### src/rtl/bus_sequencer_if.sv
// Bus handshake and control bundle between the instruction sequencer and the datapath.
// The master side is the sequencer. The slave side is the datapath or memory that drives start, IR and mem_ready.
interface bus_sequencer_if #(
    parameter int wordSize = 32
);
    logic                start;
    logic [wordSize-1:0] IR;
    logic                mem_ready;

    logic [15:0]         Rout;
    logic                HIout;
    logic                LOout;
    logic                Zhighout;
    logic                Zlowout;
    logic                PCout;
    logic                MDRout;

    logic [15:0]         Rin;
    logic                HIin;
    logic                LOin;
    logic                Yin;
    logic                Zin;
    logic                PCin;
    logic                IRin;
    logic                MARin;
    logic                MDRin;
    logic                IncPC;
    logic                Read;

    logic [4:0]          alu_op;
    logic                busy;
    logic                done;
    logic                illegal;

    modport master (
        input  start, IR, mem_ready,
        output Rout, HIout, LOout, Zhighout, Zlowout, PCout, MDRout,
        output Rin, HIin, LOin, Yin, Zin, PCin, IRin, MARin, MDRin, IncPC, Read,
        output alu_op, busy, done, illegal
    );

    modport slave (
        output start, IR, mem_ready,
        input  Rout, HIout, LOout, Zhighout, Zlowout, PCout, MDRout,
        input  Rin, HIin, LOin, Yin, Zin, PCin, IRin, MARin, MDRin, IncPC, Read,
        input  alu_op, busy, done, illegal
    );
endinterface

### src/rtl/bus_sequencer.sv
// Fetch plus register-register execute control FSM.
// Bus-source enables and register strobes are decoded from the state register and the IR fields.
module bus_sequencer (
    input  logic              clk,
    input  logic              clr,
    bus_sequencer_if.master   bus
);
    typedef enum logic [3:0] {
        S_IDLE,
        S_T0,
        S_T1,
        S_T2,
        S_T3,
        S_T4,
        S_T5,
        S_T6,
        S_DONE
    } state_t;

    typedef enum logic [1:0] {
        C_BAD,
        C_TWO,
        C_UNARY,
        C_WIDE
    } op_class_t;

    state_t    state_reg;
    op_class_t op_class;

    logic [4:0] opcode;
    logic [3:0] ra;
    logic [3:0] rb;
    logic [3:0] rc;
    logic       unused_ir_low;

    assign opcode        = bus.IR[31:27];
    assign ra            = bus.IR[26:23];
    assign rb            = bus.IR[22:19];
    assign rc            = bus.IR[18:15];
    assign unused_ir_low = ^bus.IR[14:0];

    always_comb begin
        op_class = C_BAD;
        case (opcode)
            5'b00011, 5'b00100, 5'b00101, 5'b00110, 5'b00111,
            5'b01000, 5'b01001, 5'b01010, 5'b01011: op_class = C_TWO;
            5'b10001, 5'b10010:                     op_class = C_UNARY;
            5'b01111, 5'b10000:                     op_class = C_WIDE;
            default:                                op_class = C_BAD;
        endcase
    end

    // The opcode class steers the branch out of T3, T4 and T5. IR is held stable from T3 until DONE.
    always_ff @(posedge clk or negedge clr) begin
        if (!clr) begin
            state_reg <= S_IDLE;
        end else begin
            case (state_reg)
                S_IDLE:  if (bus.start) state_reg <= S_T0;
                S_T0:    state_reg <= S_T1;
                S_T1:    if (bus.mem_ready) state_reg <= S_T2;
                S_T2:    state_reg <= S_T3;
                S_T3:    state_reg <= (op_class == C_BAD) ? S_IDLE : S_T4;
                S_T4:    state_reg <= (op_class == C_UNARY) ? S_DONE : S_T5;
                S_T5:    state_reg <= (op_class == C_WIDE) ? S_T6 : S_DONE;
                S_T6:    state_reg <= S_DONE;
                S_DONE:  state_reg <= S_IDLE;
                default: state_reg <= S_IDLE;
            endcase
        end
    end

    logic        rout_en;
    logic [3:0]  rout_sel;
    logic        rin_en;
    logic [3:0]  rin_sel;
    logic        zhighout;
    logic        zlowout;
    logic        pcout;
    logic        mdrout;
    logic        hiin;
    logic        loin;
    logic        yin;
    logic        zin;
    logic        pcin;
    logic        irin;
    logic        marin;
    logic        mdrin;
    logic        incpc;
    logic        read;
    logic [4:0]  alu_op;
    logic        done;
    logic        illegal;

    always_comb begin
        rout_en  = 1'b0;
        rout_sel = 4'd0;
        rin_en   = 1'b0;
        rin_sel  = 4'd0;
        zhighout = 1'b0;
        zlowout  = 1'b0;
        pcout    = 1'b0;
        mdrout   = 1'b0;
        hiin     = 1'b0;
        loin     = 1'b0;
        yin      = 1'b0;
        zin      = 1'b0;
        pcin     = 1'b0;
        irin     = 1'b0;
        marin    = 1'b0;
        mdrin    = 1'b0;
        incpc    = 1'b0;
        read     = 1'b0;
        alu_op   = 5'd0;
        done     = 1'b0;
        illegal  = 1'b0;
        case (state_reg)
            S_T0: begin
                pcout = 1'b1;
                marin = 1'b1;
                incpc = 1'b1;
                zin   = 1'b1;
            end
            S_T1: begin
                // Incremented PC and memory data are only latched once the read completes.
                zlowout = 1'b1;
                read    = 1'b1;
                pcin    = bus.mem_ready;
                mdrin   = bus.mem_ready;
            end
            S_T2: begin
                mdrout = 1'b1;
                irin   = 1'b1;
            end
            S_T3: begin
                case (op_class)
                    C_TWO: begin
                        rout_en  = 1'b1;
                        rout_sel = rb;
                        yin      = 1'b1;
                    end
                    C_UNARY: begin
                        rout_en  = 1'b1;
                        rout_sel = rb;
                        zin      = 1'b1;
                        alu_op   = opcode;
                    end
                    C_WIDE: begin
                        rout_en  = 1'b1;
                        rout_sel = ra;
                        yin      = 1'b1;
                    end
                    default: illegal = 1'b1;
                endcase
            end
            S_T4: begin
                case (op_class)
                    C_TWO: begin
                        rout_en  = 1'b1;
                        rout_sel = rc;
                        zin      = 1'b1;
                        alu_op   = opcode;
                    end
                    C_UNARY: begin
                        zlowout = 1'b1;
                        rin_en  = 1'b1;
                        rin_sel = ra;
                    end
                    C_WIDE: begin
                        rout_en  = 1'b1;
                        rout_sel = rb;
                        zin      = 1'b1;
                        alu_op   = opcode;
                    end
                    default: ;
                endcase
            end
            S_T5: begin
                if (op_class == C_WIDE) begin
                    zlowout = 1'b1;
                    loin    = 1'b1;
                end else if (op_class == C_TWO) begin
                    zlowout = 1'b1;
                    rin_en  = 1'b1;
                    rin_sel = ra;
                end
            end
            S_T6: begin
                zhighout = 1'b1;
                hiin     = 1'b1;
            end
            S_DONE:  done = 1'b1;
            default: ;
        endcase
    end

    logic [15:0] rout_vec;
    logic [15:0] rin_vec;

    genvar gi;
    generate
        for (gi = 0; gi < 16; gi++) begin : g_reg_select
            assign rout_vec[gi] = rout_en && (rout_sel == 4'(gi));
            assign rin_vec[gi]  = rin_en  && (rin_sel  == 4'(gi));
        end
    endgenerate

    assign bus.Rout     = rout_vec;
    assign bus.HIout    = 1'b0;
    assign bus.LOout    = 1'b0;
    assign bus.Zhighout = zhighout;
    assign bus.Zlowout  = zlowout;
    assign bus.PCout    = pcout;
    assign bus.MDRout   = mdrout;
    assign bus.Rin      = rin_vec;
    assign bus.HIin     = hiin;
    assign bus.LOin     = loin;
    assign bus.Yin      = yin;
    assign bus.Zin      = zin;
    assign bus.PCin     = pcin;
    assign bus.IRin     = irin;
    assign bus.MARin    = marin;
    assign bus.MDRin    = mdrin;
    assign bus.IncPC    = incpc;
    assign bus.Read     = read;
    assign bus.alu_op   = alu_op;
    assign bus.busy     = (state_reg != S_IDLE);
    assign bus.done     = done;
    assign bus.illegal  = illegal;
endmodule

### src/flat_wrapper.sv
// flat-port wrapper written by rule: the top's interface ports become plain ports
module bus_sequencer_flat 
  (clk, clr, bus_start, bus_IR, bus_mem_ready, bus_Rout, bus_HIout, bus_LOout, bus_Zhighout, bus_Zlowout, bus_PCout, bus_MDRout, bus_Rin, bus_HIin, bus_LOin, bus_Yin, bus_Zin, bus_PCin, bus_IRin, bus_MARin, bus_MDRin, bus_IncPC, bus_Read, bus_alu_op, bus_busy, bus_done, bus_illegal);
  bus_sequencer_if #(.wordSize(32)) bus_i ();
  input  logic clk;
  input  logic clr;
  input wire logic [$bits(bus_i.start)-1:0] bus_start;
  input wire logic [$bits(bus_i.IR)-1:0] bus_IR;
  input wire logic [$bits(bus_i.mem_ready)-1:0] bus_mem_ready;
  output wire logic [$bits(bus_i.Rout)-1:0] bus_Rout;
  output wire logic [$bits(bus_i.HIout)-1:0] bus_HIout;
  output wire logic [$bits(bus_i.LOout)-1:0] bus_LOout;
  output wire logic [$bits(bus_i.Zhighout)-1:0] bus_Zhighout;
  output wire logic [$bits(bus_i.Zlowout)-1:0] bus_Zlowout;
  output wire logic [$bits(bus_i.PCout)-1:0] bus_PCout;
  output wire logic [$bits(bus_i.MDRout)-1:0] bus_MDRout;
  output wire logic [$bits(bus_i.Rin)-1:0] bus_Rin;
  output wire logic [$bits(bus_i.HIin)-1:0] bus_HIin;
  output wire logic [$bits(bus_i.LOin)-1:0] bus_LOin;
  output wire logic [$bits(bus_i.Yin)-1:0] bus_Yin;
  output wire logic [$bits(bus_i.Zin)-1:0] bus_Zin;
  output wire logic [$bits(bus_i.PCin)-1:0] bus_PCin;
  output wire logic [$bits(bus_i.IRin)-1:0] bus_IRin;
  output wire logic [$bits(bus_i.MARin)-1:0] bus_MARin;
  output wire logic [$bits(bus_i.MDRin)-1:0] bus_MDRin;
  output wire logic [$bits(bus_i.IncPC)-1:0] bus_IncPC;
  output wire logic [$bits(bus_i.Read)-1:0] bus_Read;
  output wire logic [$bits(bus_i.alu_op)-1:0] bus_alu_op;
  output wire logic [$bits(bus_i.busy)-1:0] bus_busy;
  output wire logic [$bits(bus_i.done)-1:0] bus_done;
  output wire logic [$bits(bus_i.illegal)-1:0] bus_illegal;
  assign bus_i.start = bus_start;
  assign bus_i.IR = bus_IR;
  assign bus_i.mem_ready = bus_mem_ready;
  assign bus_Rout = bus_i.Rout;
  assign bus_HIout = bus_i.HIout;
  assign bus_LOout = bus_i.LOout;
  assign bus_Zhighout = bus_i.Zhighout;
  assign bus_Zlowout = bus_i.Zlowout;
  assign bus_PCout = bus_i.PCout;
  assign bus_MDRout = bus_i.MDRout;
  assign bus_Rin = bus_i.Rin;
  assign bus_HIin = bus_i.HIin;
  assign bus_LOin = bus_i.LOin;
  assign bus_Yin = bus_i.Yin;
  assign bus_Zin = bus_i.Zin;
  assign bus_PCin = bus_i.PCin;
  assign bus_IRin = bus_i.IRin;
  assign bus_MARin = bus_i.MARin;
  assign bus_MDRin = bus_i.MDRin;
  assign bus_IncPC = bus_i.IncPC;
  assign bus_Read = bus_i.Read;
  assign bus_alu_op = bus_i.alu_op;
  assign bus_busy = bus_i.busy;
  assign bus_done = bus_i.done;
  assign bus_illegal = bus_i.illegal;
  bus_sequencer u_core (.clk(clk), .clr(clr), .bus(bus_i));
endmodule
### config.mk
export PLATFORM = sky130hd
export DESIGN_NAME = bus_sequencer_flat
export DESIGN_NICKNAME = d
export VERILOG_FILES = /design/src/rtl/bus_sequencer_if.sv /design/src/rtl/bus_sequencer.sv /design/src/flat_wrapper.sv
export SDC_FILE = /design/constraint.sdc
export NUM_CORES = 1
export LEC_CHECK = 0
export BUFFER_PORTS_ARGS = -buffer_cell sky130_fd_sc_hd__buf_4
export CAP_MARGIN = 25
export CORE_ASPECT_RATIO = 0.8
export CORE_MARGIN = 8
export CORE_UTILIZATION = 41
export DETAILED_ROUTE_END_ITERATION = 16
export PLACE_DENSITY = 0.92
export SYNTH_ARGS = -nofsm -noshare
export SYNTH_HDL_FRONTEND = slang
export SYNTH_SLANG_ARGS = --single-unit
export TNS_END_PERCENT = 5
### constraint.sdc
create_clock -name clk -period 3.05 [get_ports clk]
set_input_delay 0 -clock clk [delete_from_list [all_inputs] [get_ports clk]]
set_output_delay 0 -clock clk [all_outputs]
set_load 0.02 [all_outputs]
* Yosys cells after proc, flatten, opt, wreduce, memory -nomap -nowiden
Memory sizes are Yosys's and may differ from the RTL's. Cells that the tools add are included.
Operators by class: eq/ne operators 43, muxes and demuxes 37, reduce and logical (&&, ||, !) cells 41
Operator list (number):
- 4-bit == test (second input constant) | 17
- 4-bit by 3-bit == test with 1-bit output (second input constant) | 12
- 1-bit logical AND | 32
- 4-bit case mux with 2 select lines | 4
- 4-bit case mux with 8 select lines | 1
- 4-bit two-way mux | 7
- 4-bit by 2-bit == test with 1-bit output (second input constant) | 6
- 1-bit two-way mux | 17
- 4-bit by 1-bit == test with 1-bit output (second input constant) | 3
- 4-bit zero test | 3
- 5-bit two-way mux | 2
- 5-bit case mux with 2 select lines | 1
- 1-bit case mux with 3 select lines | 2
- 2-bit == test (second input constant) | 2
- 2-bit != test (second input constant) | 2
- 1-bit case mux with 2 select lines | 2
- 4-bit nonzero test | 1
- 2-bit OR reduction | 2
- 3-bit two-way mux | 1
- 3-bit OR reduction | 1
- 2-bit by 1-bit == test with 1-bit output (second input constant) | 1
- 2-bit zero test | 1
- 2-bit AND reduction | 1
Word-level totals: bits in registers 4, bits in read-only memories 64, input port bits 36, word-level logic and storage cells 123, memories 1
Memory list:
- (no name shown) | depth 32, bits a word 2, read ports 1, clocked after memory_dff 0, wr ports 0, line bus_sequencer.sv:44 | case (opcode)

* Longest topological paths before layout
An unclocked memory read counts as a cell.
depth in word-level cells 7, gate-level depth with buffers 12

* Worst setup path before layout
OpenSTA, ideal clock, no wires.
kind input to output, start point input bus_IR[30], end point output bus_Rout[15], arrival 3.071 ns, required time 3.050 ns, path slack -0.021 ns, stages 11, cell sequence or4b_4 > a21oi_1 > nor2_1 > inv_1 > ha_1 > clkbuf_1 > a22oi_1 > a2111oi_0 > a211oi_1 > buf_2 > nor4_1
Between the ends: word-level cells in the longest chain between the ends 7, elaborated cells on any way between the ends 15, those cells by class eq/ne (4); mux (6); reduce/logical (4); memory (1)
RTL lines:
- from (decl) | line flat_wrapper.sv:8 | input wire logic [$bits(bus_i.IR)-1:0] bus_IR;
- memory 32 x 2 bit *
- 2-bit by 1-bit == test with 1-bit output / 2-bit == test (equally long branches) | line bus_sequencer.sv:136, bus_sequencer.sv:157
- 2-bit OR reduction (no source line)
- 4-bit case mux with 2 select lines | line bus_sequencer.sv:136 | case (op_class)
- 4-bit case mux with 2 select lines | line bus_sequencer.sv:117 | case (state_reg)
- 4-bit == test | line bus_sequencer.sv:203 | assign rout_vec[gi] = rout_en && (rout_sel == 4'(gi));
- 1-bit logical AND * | line bus_sequencer.sv:203
- to (decl) | line flat_wrapper.sv:10 | output wire logic [$bits(bus_i.Rout)-1:0] bus_Rout;
Every way passes the cells marked *; elsewhere a longest branch is shown, timed or not.

* Worst setup path after layout
start point input bus_IR[30], end point output bus_Rout[8]
Same word-level chain as after synthesis.

==> impl_results.md <==
* Largest net degree at the start of global routing at 18
* Unique masters post-synth at 49
* Max Slew Vio Count at 0
* Worst skew pair latency at 0.21 ns
* Vias in the first global route at 1615
* RSZ-0062 raised after global routing: no
* Ratio of cells with drive above 1 in the final layout at 42.74%
* Period minus WS final at 2.810 ns
* Sequential fraction of the synthesis area at 7.976%
* Fillers at 275
* Power per Cell Area at 402.7 nW/um^2
* Max_cap viols at 0
* Number of core rows at 18
* EDFF count, synth at 0
* First DRT Iteration DRCs at 116
* CP startpoint kind: input pin
* VDD IR max at 0.2442 mV
* Total Routing Usage GR at 16.76%
* RR Endpoint: u_core.state_reg[0]
* Fin. Hold Viols at 0
* Post-Syn Area per Cell at 7.171 um^2
* Slew HR at 54.59%
* Chip height at 65.49 um
* GR Overflow Total at 0
* Routed length on met2 at 2116 um
* Status: finished clean
* Clock net sink count at 4
* Crit Path Class: in2out
* Top-level port count at 92
* P&R area growth vs syn at 50.45%
* Final Routed Wirelength at 4540 um
* Synth Area in Adders at 3.988%
* # port buffers at 74
* H-tree depth at 1
* First-pass GRT wire length at 7403 um
* Routed via count at 1603
* Drt drc at 0
* Compound-Gate Fraction of Synth Area at 25.42%
* Critical-path maximum fanout at 13
* Main synth FF type: dfrtp_1
* WP data required at 3.05 ns
* Die Wd at 77.86 um
* Final #Nets at 283
* Largest family of logic cells by synthesized area: simple AND/OR/NAND/NOR gates
* Post-route setup TNS at 0 ns
* Register area at 100.1 um^2
* Reg2reg setup slack at 1.20 ns
* Finished Layout Cells at 281
* Setup violators final at 0
* Post-detail-place hpwl at 3609 um
* Multi-input gate area at 1062 um^2
* N_diodes at 0
* Max Clk Rate at 355.9 MHz
* Per-cell routed wire length at 16.16 um
* Most common cell after layout, fill and taps aside: buf_4
* YS warnings at 0
* Leak pwr at 0.0008511 uW
* FFs w/ async S/R, synth at 100.0%
* R2r worst-path depth at 3
* Longest Clk Path Bufs at 2
* Critical path arrival at 2.81 ns
* Most frequent cells in the layout: 80 x buf_4, 24 x nor2_1, 10 x nand2_1, 8 x nor3_1, 8 x a22oi_1
* Worst-path clk slew at 0.03 ns
* DR pass1 iterations at 4
* Hold WC Path Type: in2async
* Multiplexer share of the synthesized area at 0.7976%
* Final period util at 92.13%
* Initial antenna violation count at 0
* Average vias per placed instance at 5.705
* TritonCTS clock tree: built
* Critical Path End Type: primary output
* Synthesized instance count at 175
* Post-Synth XOR/XNOR Area at 0%
* M1 wire length at 1964 um
* Post-Place Cells at 277
* Total power at 760.2 uW
* Tightest Pin Transition at 0.6797 ns
* Total CTS buffers at 3
* Max reg flops at 4
* Clock skew at 0.002210 ns
* Synthesized area at 1255 um^2
* Die area at 5098 um^2
* Starting Density at 41.90%
* Antenna-violating nets left at 0
* Simple-Gate Fraction of Synth Area at 50.45%
* Wire length on met3 at 442 um
* Core area at 2995 um^2
* Reg2reg start: u_core.state_reg[1]
* Root Driver: clkbuf_8
* GP Congestion at 0.9460
* Seq cells post-synth at 4
* Top Metal Used: met4
## cell usage after synthesis, drive strengths merged, types with 3 or more instances
cell	number	area [um^2]
nor2	24	90.09
buf	14	96.34
nor4b	12	148.9
nand2	10	37.54
a22oi	8	60.06
nor3	8	40.04
a21oi	7	38.79
clkbuf	6	23.77
nand2b	6	37.54
nand3b	6	45.04
o21ai	6	30.02
inv	5	18.77
a211oi	4	30.03
and2	4	25.03
and3	4	25.02
and4b	4	40.04
dfrtp	4	100.1
ha	4	50.05
nand3	4	20.02
a2111oi	3	32.53
nor2b	3	18.77
nor4	3	25.02
o211a	3	30.03
## worst max path at each step
stage / startpoint / to / slack (ns) / depth (start not counted)
3_3_place_gp: bus_IR[30] / bus_Rout[14] / 0.02 / 11
5_1_grt: bus_IR[30] / bus_Rout[14] / 0.02 / 12
4_1_cts: bus_IR[30] / bus_Rout[5] / 0.13 / 12
6_report: bus_IR[30] / bus_Rout[8] / 0.24 / 12
3_5_place_dp: bus_IR[30] / bus_Rout[5] / 0.14 / 12
2_1_floorplan: bus_IR[30] / bus_Rout[15] / -0.02 / 11
## worst max-delay path: stages
cell and delay [ns]:
buf_4 0.13, or4b_4 0.59, a21oi_1 0.21, nor2_1 0.12, inv_1 0.09, ha_2 0.28
buf_4 0.15, a22oi_1 0.20, nor3_1 0.11, a211oi_4 0.45, nor4b_2 0.29, buf_4 0.18
## cells by family (layout without fill, tap and decap cells)
group                    after synthesis  in the layout
flip-flops                             4              4
buffers and inverters                 25             90
AND/OR/NAND/NOR                       97             97
multiplexers                           1              1
other                                  1              2
adder cells (fa/ha/maj)                4              4
AO/OA/AOI/OAI                         43             43
## layer usage
layer	vias to the layer above	global-route usage, %
met5	-	0
met4	0	1.878
met3	2	5.858
met2	72	27.99
met1	742	20.88
li1	787	-
## timing repair
item | in CTS | in global routing
resized for setup | 0 | 8
hold buffers | 1 | 0
buffers inserted | 0 | 0
setup endpoints to repair | 0 | 14
endpoints found under the hold margin | 4 | 0
## through the flow
| step | setup WS (ns) | hold WS, ns | area, um^2 | utilization (%) |
|---|---|---|---|---|
| after floorplan | -0.02082 | -0.2956 | 1259 | - |
| after global routing | 0.01722 | 0.1256 | 1888 | 63.03 |
| after global placement | 0.02270 | -0.2032 | 1794 | 59.90 |
| after detailed placement | 0.1425 | -0.2030 | 1799 | 60.07 |
| final | 0.2402 | 0.1310 | 1888 | 63.03 |
| after CTS | 0.1337 | 0.1304 | 1851 | 61.78 |
## cell type report
cell class / instances / share of cell area [%]
clock buffer: 3 / 2.187
sequential: 4 / 5.302
multi-input combinational: 147 / 56.26
tap: 40 / 2.651
inverter: 5 / 0.9940
timing repair buffer: 82 / 32.60
## where the power goes
| group | internal [uW] | switching (uW) |
|---|---|---|
| Sequential | 72.0 | 61.6 |
| Clock | 83.8 | 24.1 |
| Combinational | 213 | 306 |
| Total | 369 | 392 |
No activity file was read; power rests on OpenSTA's default activity.
